$ cat config.mk
export PLATFORM = sky130hd
export DESIGN_NAME = spi_regfile_arbiter
export DESIGN_NICKNAME = d
export VERILOG_FILES = /design/src/rtl/spi_regfile_pkg.sv /design/src/rtl/spi_cmd_latch.sv /design/src/rtl/spi_regfile_arbiter.sv
export SDC_FILE = /design/constraint.sdc
export NUM_CORES = 2
export LEC_CHECK = 0
export ABC_AREA = 1
export ABC_CLOCK_PERIOD_IN_PS = 3700
export CAP_MARGIN = 20
export CORE_UTILIZATION = 52
export CTS_BUF_LIST = sky130_fd_sc_hd__clkbuf_8
export DETAILED_ROUTE_END_ITERATION = 12
export PLACE_DENSITY = 0.78
export SETUP_SLACK_MARGIN = 0.4
export SLEW_MARGIN = 10
export SYNTH_ARGS = -nofsm -noshare
export SYNTH_HDL_FRONTEND = slang
export SYNTH_SLANG_ARGS = --single-unit
export TNS_END_PERCENT = 5
$ cat constraint.sdc
create_clock -name clk -period 3.7 [get_ports clk]
set_input_delay 0.37 -clock clk [delete_from_list [all_inputs] [get_ports clk]]
set_output_delay 0.37 -clock clk [all_outputs]
set_load 0.05 [all_outputs]
$ cat src/rtl/spi_regfile_pkg.sv
// Shared types and constants for the SPI register-file arbiter.
package spi_regfile_pkg;

    localparam logic [15:0] BAD_ADDR_DATA_DEF = 16'hDEAD;
    localparam logic [15:0] ID_VALUE_DEF      = 16'hA5C3;

    typedef enum logic [2:0] {
        IDLE,
        SPI_WR,
        SPI_RD,
        HOST_ACC,
        TX_GO
    } state_t;

    // One latched SPI command.
    typedef struct packed {
        logic        valid;
        logic [7:0]  addr;
        logic [15:0] data;
    } pend_cmd_t;

    // Full 8-bit address compared against the array depth; never truncated.
    function automatic logic addr_in_range(input logic [7:0] addr, input int depth);
        return (int'(addr) < depth);
    endfunction

endpackage

$ cat src/rtl/spi_cmd_latch.sv
// Captures one class of single-cycle SPI command pulse with its address and
// data, holding it until the arbiter clears it. A new pulse always wins over
// a same-cycle clear; a pulse that lands on an uncleared entry reports a loss.
module spi_cmd_latch
    import spi_regfile_pkg::*;
(
    input  logic        clk,
    input  logic        reset,
    input  logic        pulse,
    input  logic [7:0]  addr,
    input  logic [15:0] data,
    input  logic        clear,
    output logic        cmd_valid,
    output logic [7:0]  cmd_addr,
    output logic [15:0] cmd_data,
    output logic        lost
);

    pend_cmd_t cmd_reg;

    // Capture on pulse (overwriting any older command), drop on clear.
    always_ff @(posedge clk) begin
        if (reset) begin
            cmd_reg <= '0;
        end else if (pulse) begin
            cmd_reg.valid <= 1'b1;
            cmd_reg.addr  <= addr;
            cmd_reg.data  <= data;
        end else if (clear) begin
            cmd_reg.valid <= 1'b0;
        end
    end

    // The held command is being serviced this cycle when clear is high, so
    // only an unserviced entry counts as lost.
    assign lost      = pulse & cmd_reg.valid & ~clear;
    assign cmd_valid = cmd_reg.valid;
    assign cmd_addr  = cmd_reg.addr;
    assign cmd_data  = cmd_reg.data;

endmodule

$ cat src/rtl/spi_regfile_arbiter.sv
// Arbiter for the 16-bit register file shared by the SPI receive path and a
// local host port. SPI commands are latched and always win arbitration over
// the host; reads prefetch into tx_data and tx requests fire tx_start.
// Optional build macro SPI_REGFILE_ID_EN: address 0 becomes a read-only ID
// word (ID_VALUE) on both ports, writes to it are dropped.
module spi_regfile_arbiter
    import spi_regfile_pkg::*;
#(
    parameter int          DEPTH         = 64,
    parameter logic [15:0] BAD_ADDR_DATA = BAD_ADDR_DATA_DEF,
    parameter logic [15:0] ID_VALUE      = ID_VALUE_DEF
) (
    input  logic        clk,
    input  logic        reset,
    input  logic [7:0]  spi_addr,
    input  logic [15:0] spi_data,
    input  logic        spi_read_en,
    input  logic        spi_write_en,
    input  logic        spi_tx_req,
    output logic [15:0] tx_data,
    output logic        tx_start,
    input  logic        host_req,
    input  logic        host_we,
    input  logic [7:0]  host_addr,
    input  logic [15:0] host_wdata,
    output logic        host_grant,
    output logic [15:0] host_rdata,
    output logic        host_rvalid,
    output logic        overrun
);

    localparam int IDX_W  = (DEPTH > 2) ? $clog2(DEPTH) : 1;
    localparam int CMD_WR = 0;
    localparam int CMD_RD = 1;
    localparam int CMD_TX = 2;

`ifdef SPI_REGFILE_ID_EN
    localparam logic ID_EN = 1'b1;
`else
    localparam logic ID_EN = 1'b0;
`endif

    logic [2:0]  cmd_pulse;
    logic [2:0]  cmd_clear;
    logic [2:0]  cmd_lost;
    logic [2:0]  pend_valid;
    logic [7:0]  pend_addr [3];
    logic [15:0] pend_data [3];

    state_t      state_reg;
    logic [15:0] tx_data_reg;
    logic        tx_start_reg;
    logic        host_grant_reg;
    logic [15:0] host_rdata_reg;
    logic        host_rvalid_reg;
    logic        overrun_reg;

    logic [15:0] mem [DEPTH];
    logic [7:0]  rd_addr;
    logic [15:0] rd_word;
    logic        wr_en;
    logic [7:0]  wr_addr;
    logic [15:0] wr_data;

    assign cmd_pulse = {spi_tx_req, spi_read_en, spi_write_en};
    assign cmd_clear = {state_reg == TX_GO, state_reg == SPI_RD, state_reg == SPI_WR};

    // One latch per SPI command class.
    generate
        for (genvar gi = 0; gi < 3; gi++) begin : g_latch
            spi_cmd_latch u_latch (
                .clk       (clk),
                .reset     (reset),
                .pulse     (cmd_pulse[gi]),
                .addr      (spi_addr),
                .data      (spi_data),
                .clear     (cmd_clear[gi]),
                .cmd_valid (pend_valid[gi]),
                .cmd_addr  (pend_addr[gi]),
                .cmd_data  (pend_data[gi]),
                .lost      (cmd_lost[gi])
            );
        end
    endgenerate

    // Read data only carries an address and tx requests carry neither.
    logic unused_bits;
    assign unused_bits = ^{pend_addr[CMD_TX], pend_data[CMD_RD], pend_data[CMD_TX]};

    // Single read port: SPI read address while servicing an SPI read, else host.
    always_comb begin
        rd_addr = (state_reg == SPI_RD) ? pend_addr[CMD_RD] : host_addr;
        if (ID_EN && rd_addr == 8'd0) begin
            rd_word = ID_VALUE;
        end else if (addr_in_range(rd_addr, DEPTH)) begin
            rd_word = mem[rd_addr[IDX_W-1:0]];
        end else begin
            rd_word = BAD_ADDR_DATA;
        end
    end

    // Single write port: out-of-range and protected-ID writes are dropped.
    always_comb begin
        wr_en   = 1'b0;
        wr_addr = '0;
        wr_data = '0;
        if (state_reg == SPI_WR) begin
            wr_addr = pend_addr[CMD_WR];
            wr_data = pend_data[CMD_WR];
            wr_en   = 1'b1;
        end else if (state_reg == HOST_ACC && host_we) begin
            wr_addr = host_addr;
            wr_data = host_wdata;
            wr_en   = 1'b1;
        end
        if (!addr_in_range(wr_addr, DEPTH) || (ID_EN && wr_addr == 8'd0)) begin
            wr_en = 1'b0;
        end
    end

    // Register array; reset clears every word and wins over a pending write.
    always_ff @(posedge clk) begin
        if (reset) begin
            for (int i = 0; i < DEPTH; i++) begin
                mem[i] <= '0;
            end
        end else if (wr_en) begin
            mem[wr_addr[IDX_W-1:0]] <= wr_data;
        end
    end

    // Arbitration FSM with registered response outputs. The host is also held
    // off while an SPI pulse is arriving so a same-cycle SPI command wins.
    always_ff @(posedge clk) begin
        if (reset) begin
            state_reg       <= IDLE;
            tx_data_reg     <= '0;
            tx_start_reg    <= 1'b0;
            host_grant_reg  <= 1'b0;
            host_rdata_reg  <= '0;
            host_rvalid_reg <= 1'b0;
            overrun_reg     <= 1'b0;
        end else begin
            tx_start_reg    <= 1'b0;
            host_grant_reg  <= 1'b0;
            host_rvalid_reg <= 1'b0;
            overrun_reg     <= overrun_reg | (|cmd_lost);
            case (state_reg)
                IDLE: begin
                    if (pend_valid[CMD_WR]) begin
                        state_reg <= SPI_WR;
                    end else if (pend_valid[CMD_RD]) begin
                        state_reg <= SPI_RD;
                    end else if (pend_valid[CMD_TX]) begin
                        state_reg    <= TX_GO;
                        tx_start_reg <= 1'b1;
                    end else if (host_req && !(|cmd_pulse)) begin
                        state_reg      <= HOST_ACC;
                        host_grant_reg <= 1'b1;
                    end
                end
                SPI_WR: begin
                    state_reg <= IDLE;
                end
                SPI_RD: begin
                    tx_data_reg <= rd_word;
                    state_reg   <= IDLE;
                end
                HOST_ACC: begin
                    if (!host_we) begin
                        host_rdata_reg  <= rd_word;
                        host_rvalid_reg <= 1'b1;
                    end
                    state_reg <= IDLE;
                end
                TX_GO: begin
                    state_reg <= IDLE;
                end
                default: begin
                    state_reg <= IDLE;
                end
            endcase
        end
    end

    assign tx_data     = tx_data_reg;
    assign tx_start    = tx_start_reg;
    assign host_grant  = host_grant_reg;
    assign host_rdata  = host_rdata_reg;
    assign host_rvalid = host_rvalid_reg;
    assign overrun     = overrun_reg;

endmodule

; After elaboration in Yosys (flattened, before gate mapping)
; Memory sizes are Yosys's and may differ from the RTL's.
; Cells that the tools add are included.
[totals]
ramBits = 1024
out_inout_bits = 36
input_bits = 55
register_bits = 74
n_memories = 1
word_cells = 84
[op_classes]
mux = 30
bitwise = 13
order_cmp = 2
reduce_logical = 19
eq_ne = 4
[memory_table]
columns = memory, depth, width, read_ports, rd_clocked_by_memory_dff, write_ports, line
row1 = mem, 64, 16, 1, 0, 64, spi_regfile_arbiter.sv:58  ; logic [15:0] mem [DEPTH];
[op_table]
columns = op, n
row1 = $mux 16, 4
row2 = $mux 8, 3
row3 = $mux 1, 19
row4 = $lt 8x7->1 const B, 2
row5 = $reduce_or 16->1, 1
row6 = $reduce_or 3->1, 3
row7 = $reduce_bool 2->1, 4
row8 = $and 1x1->1, 6
row9 = $eq 3x2->1 const B, 2
row10 = $mux 3, 2
row11 = $mux 6, 1
row12 = $not 1->1, 6
row13 = $reduce_or 5->1, 1
row14 = $reduce_bool 4->1, 1
row15 = $reduce_or 2->1, 2
row16 = $reduce_or 4->1, 1
row17 = $eq 3x1->1 const B, 1
row18 = $eq 3x3->1 const B, 1
row19 = $logic_not 3->1, 1
row20 = $reduce_bool 3->1, 1
row21 = $logic_and 1x1->1, 2
row22 = $mux 2, 1
row23 = $reduce_and 2->1, 1
row24 = $logic_not 1->1, 1
row25 = $or 1x1->1, 1

; Depth between registers and ports, before layout
[logic_depth]
ltp_word = 11
mapped_depth = 16
ltp_nobuf = 15

; Modules after synthesis
; A second synthesis with hierarchy kept.
[unflattened]
hier_cells = 5297
hier_area_um2 = 51046.5
[by_module_without_submodules]
columns = module, seq_area_each_um2, area_each_um2, cells_each, n_inst
row1 = spi_regfile_arbiter, 31530.2, 48456.5, 4970, 1
row2 = spi_cmd_latch, 500.5, 863.3, 109, 3

; Worst setup path after synthesis
; No wires, ideal clock.
[synth_path]
kind = reg-to-reg
from = reg state_reg[1]
to = mem mem[40][0], enable pin
setup_time_ns = 0.372
setup_slack_ns = 1.105
stages_incl_launch_ff = 11
t_required_ns = 3.328
arrival_ns = 2.223
n_path_buf = 2
period_less_slack_ns = 2.595
cell_sequence = dfxtp_1 nor3_4 buf_4 nand2_1 o21a_1 inv_2 nand2_1 nor2_4 nand2_4 buf_2 nand2_1
[synth_lines]
columns = element, line
row1 = from (decl), spi_regfile_arbiter.sv:50  ; state_t state_reg;
row2 = from (signal assigned), spi_regfile_arbiter.sv:136  ; state_reg <= IDLE;
row3 = from (signal assigned), spi_regfile_arbiter.sv:151  ; state_reg <= SPI_WR;
row4 = from (signal assigned), spi_regfile_arbiter.sv:153  ; state_reg <= SPI_RD;
row5 = to (decl), spi_regfile_arbiter.sv:58

; Final worst setup path
[layout_path]
from = reg state_reg[1]
to = reg host_rdata_reg[0] (netlist: host_rdata[0])
[layout_between]
elab_chain_len = 4
elab_cells_between_ends = 7
classes_between = 1 x order compare / 2 x eq/ne / 2 x mux / 1 x reduce/logical / 1 x memory
[layout_lines]
columns = element, line
row1 = $eq 3x2->1, spi_regfile_arbiter.sv:92  ; rd_addr = (state_reg == SPI_RD) ? pend_addr[CMD_RD] : host_addr;
row2 = $mux 8, spi_regfile_arbiter.sv:92
row3 = $mem_v2 64x16 / $lt 8x7->1 (equally long branches), -
row4 = $mux 16, spi_regfile_arbiter.sv:95  ; end else if (addr_in_range(rd_addr, DEPTH)) begin
row5 = to (signal assigned), spi_regfile_arbiter.sv:171  ; host_rdata_reg <= rd_word;
row6 = to (decl), spi_regfile_arbiter.sv:54  ; logic [15:0] host_rdata_reg;
; Several ways; a longest one is shown, not always the timed one.
; A chain may end at the register's enable or synchronous reset.

==> results.toml <==
[outcome]
status = "completed"

[floorplan]
fp.dieW_um = 313
start_util_pct = 52.8
die_area_um2 = 98100
ioPinCount = 91
die_h_um = 313
core_um2 = 95400
floorplan.rows = 113

[yosys]
avgSynthCellArea_um2 = 9.85
synth_largest_area_cell = "edfxtp_1"
ys_seq_area_share_pct = 64.0
synth_area_um2 = 50400
syn_inst = 5113
synth_flop_cell = "edfxtp_1"
synth_top_area_share_pct = 61.0
synth_warnings = 0
yosysMostFrequentCell = "nor2_1"
synth-seq-cells = 1098
synth_nets = 5168
synth-edff-count = 1024
async_reset_ff_share_pct = 0
synth_cell_type_count = 34
yosys-top-cells-area = "edfxtp_1, nor2_1, nand3_1"
synthTopCellsByCount = "nor2_1, edfxtp_1, nand2_1, nand3_1, inv_1"

[grt]
overflow = 0
grt_usage_pct = 29.8
grt_pass1_vias = 37100
grt_pass1_wl_um = 219000
antenna_found_initial = 2
met3_usage_pct = 7.65
use_met1_pct = 37.7
grt_max_degree = 95
use_met2_pct = 46.7
busiest_layer = "met2"

[finish]
synthToLayoutAreaGrowth_pct = 12.2
top_register = "mem"
drive_above_1_share_pct = 9.97
largest_register_ff_count = 1024
fin_area_um2 = 56500
num-nets-final = 5214

[clock_tree]
clkTransAtPathRegs_ns = 0.07
clk_latency_ns = 0.85
cts_buffers = 170
root_buffer = "clkbuf_8"
clock_sink_count = 1098
cts_tree = "yes"
clk_path_buf_depth = 3
cts.hold.buffers_added = 0
cts_max_level = 4

[worst_setup_path]
start_kind = "flop"
worstPathMaxFanout = 94
crit_required_ns = 4.50
setup.worst_path.class = "reg2reg"
worstSetupEndpointType = "flop"
cp.arrival_ns = 4.12

[drt]
routed_via_density = 5.91
vias = 38700
finalWirelength_um = 148000
drt.antenna.violating_nets = 0
wire_per_inst_um = 22.6
drt_iter0_markers = 5488
firstDrtPassIters = 8
route.detailed.drc = 0

[place]
place.port_buffers = 90
gp_congestion = 0.963
placed_area_um2 = 53300
dp_hpwl_um = 89100

[sta]
worst_pin_slew_ns = 1.08
hold_viol_final = 0
relSlewSlack_pct = 28.0
finalCritPeriodShare_pct = 89.7
rsz0062_at_grt = "yes"
tns_ns = 0
finClkSkew_ns = 0.0503
fmax_mhz = 301
fin_crit_ns = 3.32
maxSlewViolCount = 0
setup_viol_count_final = 0

[power]
leakage_uw = 0.0217
powerDensity_nw_per_um2 = 477
pwr-share-clk_pct = 35.4
p_int_uw = 19600
max-vdd-ir-drop_mv = 0.383
p_comb_share_pct = 12.3
switching_power_uw = 7370
p_sw_share_pct = 27.3
power_frac_seq_pct = 52.3

[worst_hold_path]
hold_path_class = "in2reg"

[run]
drv_cap = 0
[kinds of logic after synthesis]
kind of cell / count (synthesis) / share of synthesized area, %
buf+inv: 724 / 5.94
compound gates: 405 / 5.32
simple gates: 2886 / 24.8
flops: 1098 / 64.0
[placed cells by master, fill, tap and decap left out, types with 2 or more instances in the layout]
cell type	n
clkdlybuf4s50_1	90
nor2_8	8
a22oi_2	16
nand4_1	2
nand2_1	880
nor2_1	1191
buf_4	134
nor2_4	9
buf_12	56
a21oi_1	34
nand2_4	68
inv_2	6
o21ai_0	109
clkinv_8	3
a31oi_1	2
o21ai_2	3
inv_4	2
clkinv_1	41
nand3_1	714
bufinv_16	4
edfxtp_1	1024
inv_6	3
clkinv_2	14
nand2_2	4
clkbuf_8	177
or2_2	2
o21ai_4	3
dfxtp_1	74
o211ai_1	219
clkinvlp_4	5
inv_1	367
nor3_4	2
o21a_1	16
[critical path, stage by stage (launching register included)]
cell and delay (ns):
dfxtp_1 0.53, nand3_4 0.24, buf_4 0.26, inv_1 0.08, nand2_1 0.08, nand2_4 0.18
buf_12 0.35, o211ai_1 0.27, nand3_1 0.19, nand3_1 0.13, nand3_1 0.26, nand3_1 0.26
nand3_1 0.20, nand2_1 0.06, inv_1 0.04
[metrics by stage]
stage	std cells	total power (uW)	util, %	hold slack, ns	setup WS [ns]
after CTS	6557	26900	59.1	0.0709	0.466
after global routing	6561	27700	59.2	0.137	0.258
final	6561	27000	59.2	0.132	0.380
after global placement	6249	17500	55.9	0.460	0.482
after detailed placement	6249	17500	55.9	0.463	0.420
after floorplan	5113	16200	-	0.429	1.11
[power groups by stage]
stage / clock network [uW] / logic [uW] / registers [uW]
after CTS: 9580 / 3180 / 14100
after global placement: 0 / 3130 / 14300
final: 9550 / 3310 / 14100
after global routing: 10100 / 3480 / 14100
after detailed placement: 0 / 3170 / 14400
after floorplan: 0 / 1870 / 14400
[metal layers]
metal	vias up	share of wire, %
met3	508	13
met5	-	0.0088
met4	2	5.8
li1	17300	-
met2	2607	46
met1	18300	35
[final timing paths]
kind | start | to | slack (ns) | cells past startpoint
worst max register to register | state_reg[1]$_SDFFE_PP0P_ | host_rdata[0]$_SDFFE_PP0P_ | 0.38 | 14
worst min register to register | host_rdata[8]$_SDFFE_PP0P_ | host_rdata[8]$_SDFFE_PP0P_ | 0.48 | 2
worst min-delay path | spi_data[10] | g_latch[0].u_latch.cmd_data[10]$_SDFFE_PP0P_ | 0.13 | 3
worst max-delay path | state_reg[1]$_SDFFE_PP0P_ | host_rdata[0]$_SDFFE_PP0P_ | 0.38 | 14
[area by class of cell]
cell class	instances	area [um^2]
Antenna cell	1	2.50
Clock buffer	177	2440
Clock inverter	131	698
Fill cell	7640	38900
Inverter	316	1190
Multi-Input combinational cell	3292	15300
Sequential cell	1098	32200
Tap cell	1265	1580
Timing Repair Buffer	281	3040
[what timing repair did]
item,in CTS,in global routing
resized for setup,0,5
setup endpoints to repair,0,94
buffers inserted,0,2
Power figures use the tool's default switching activity.
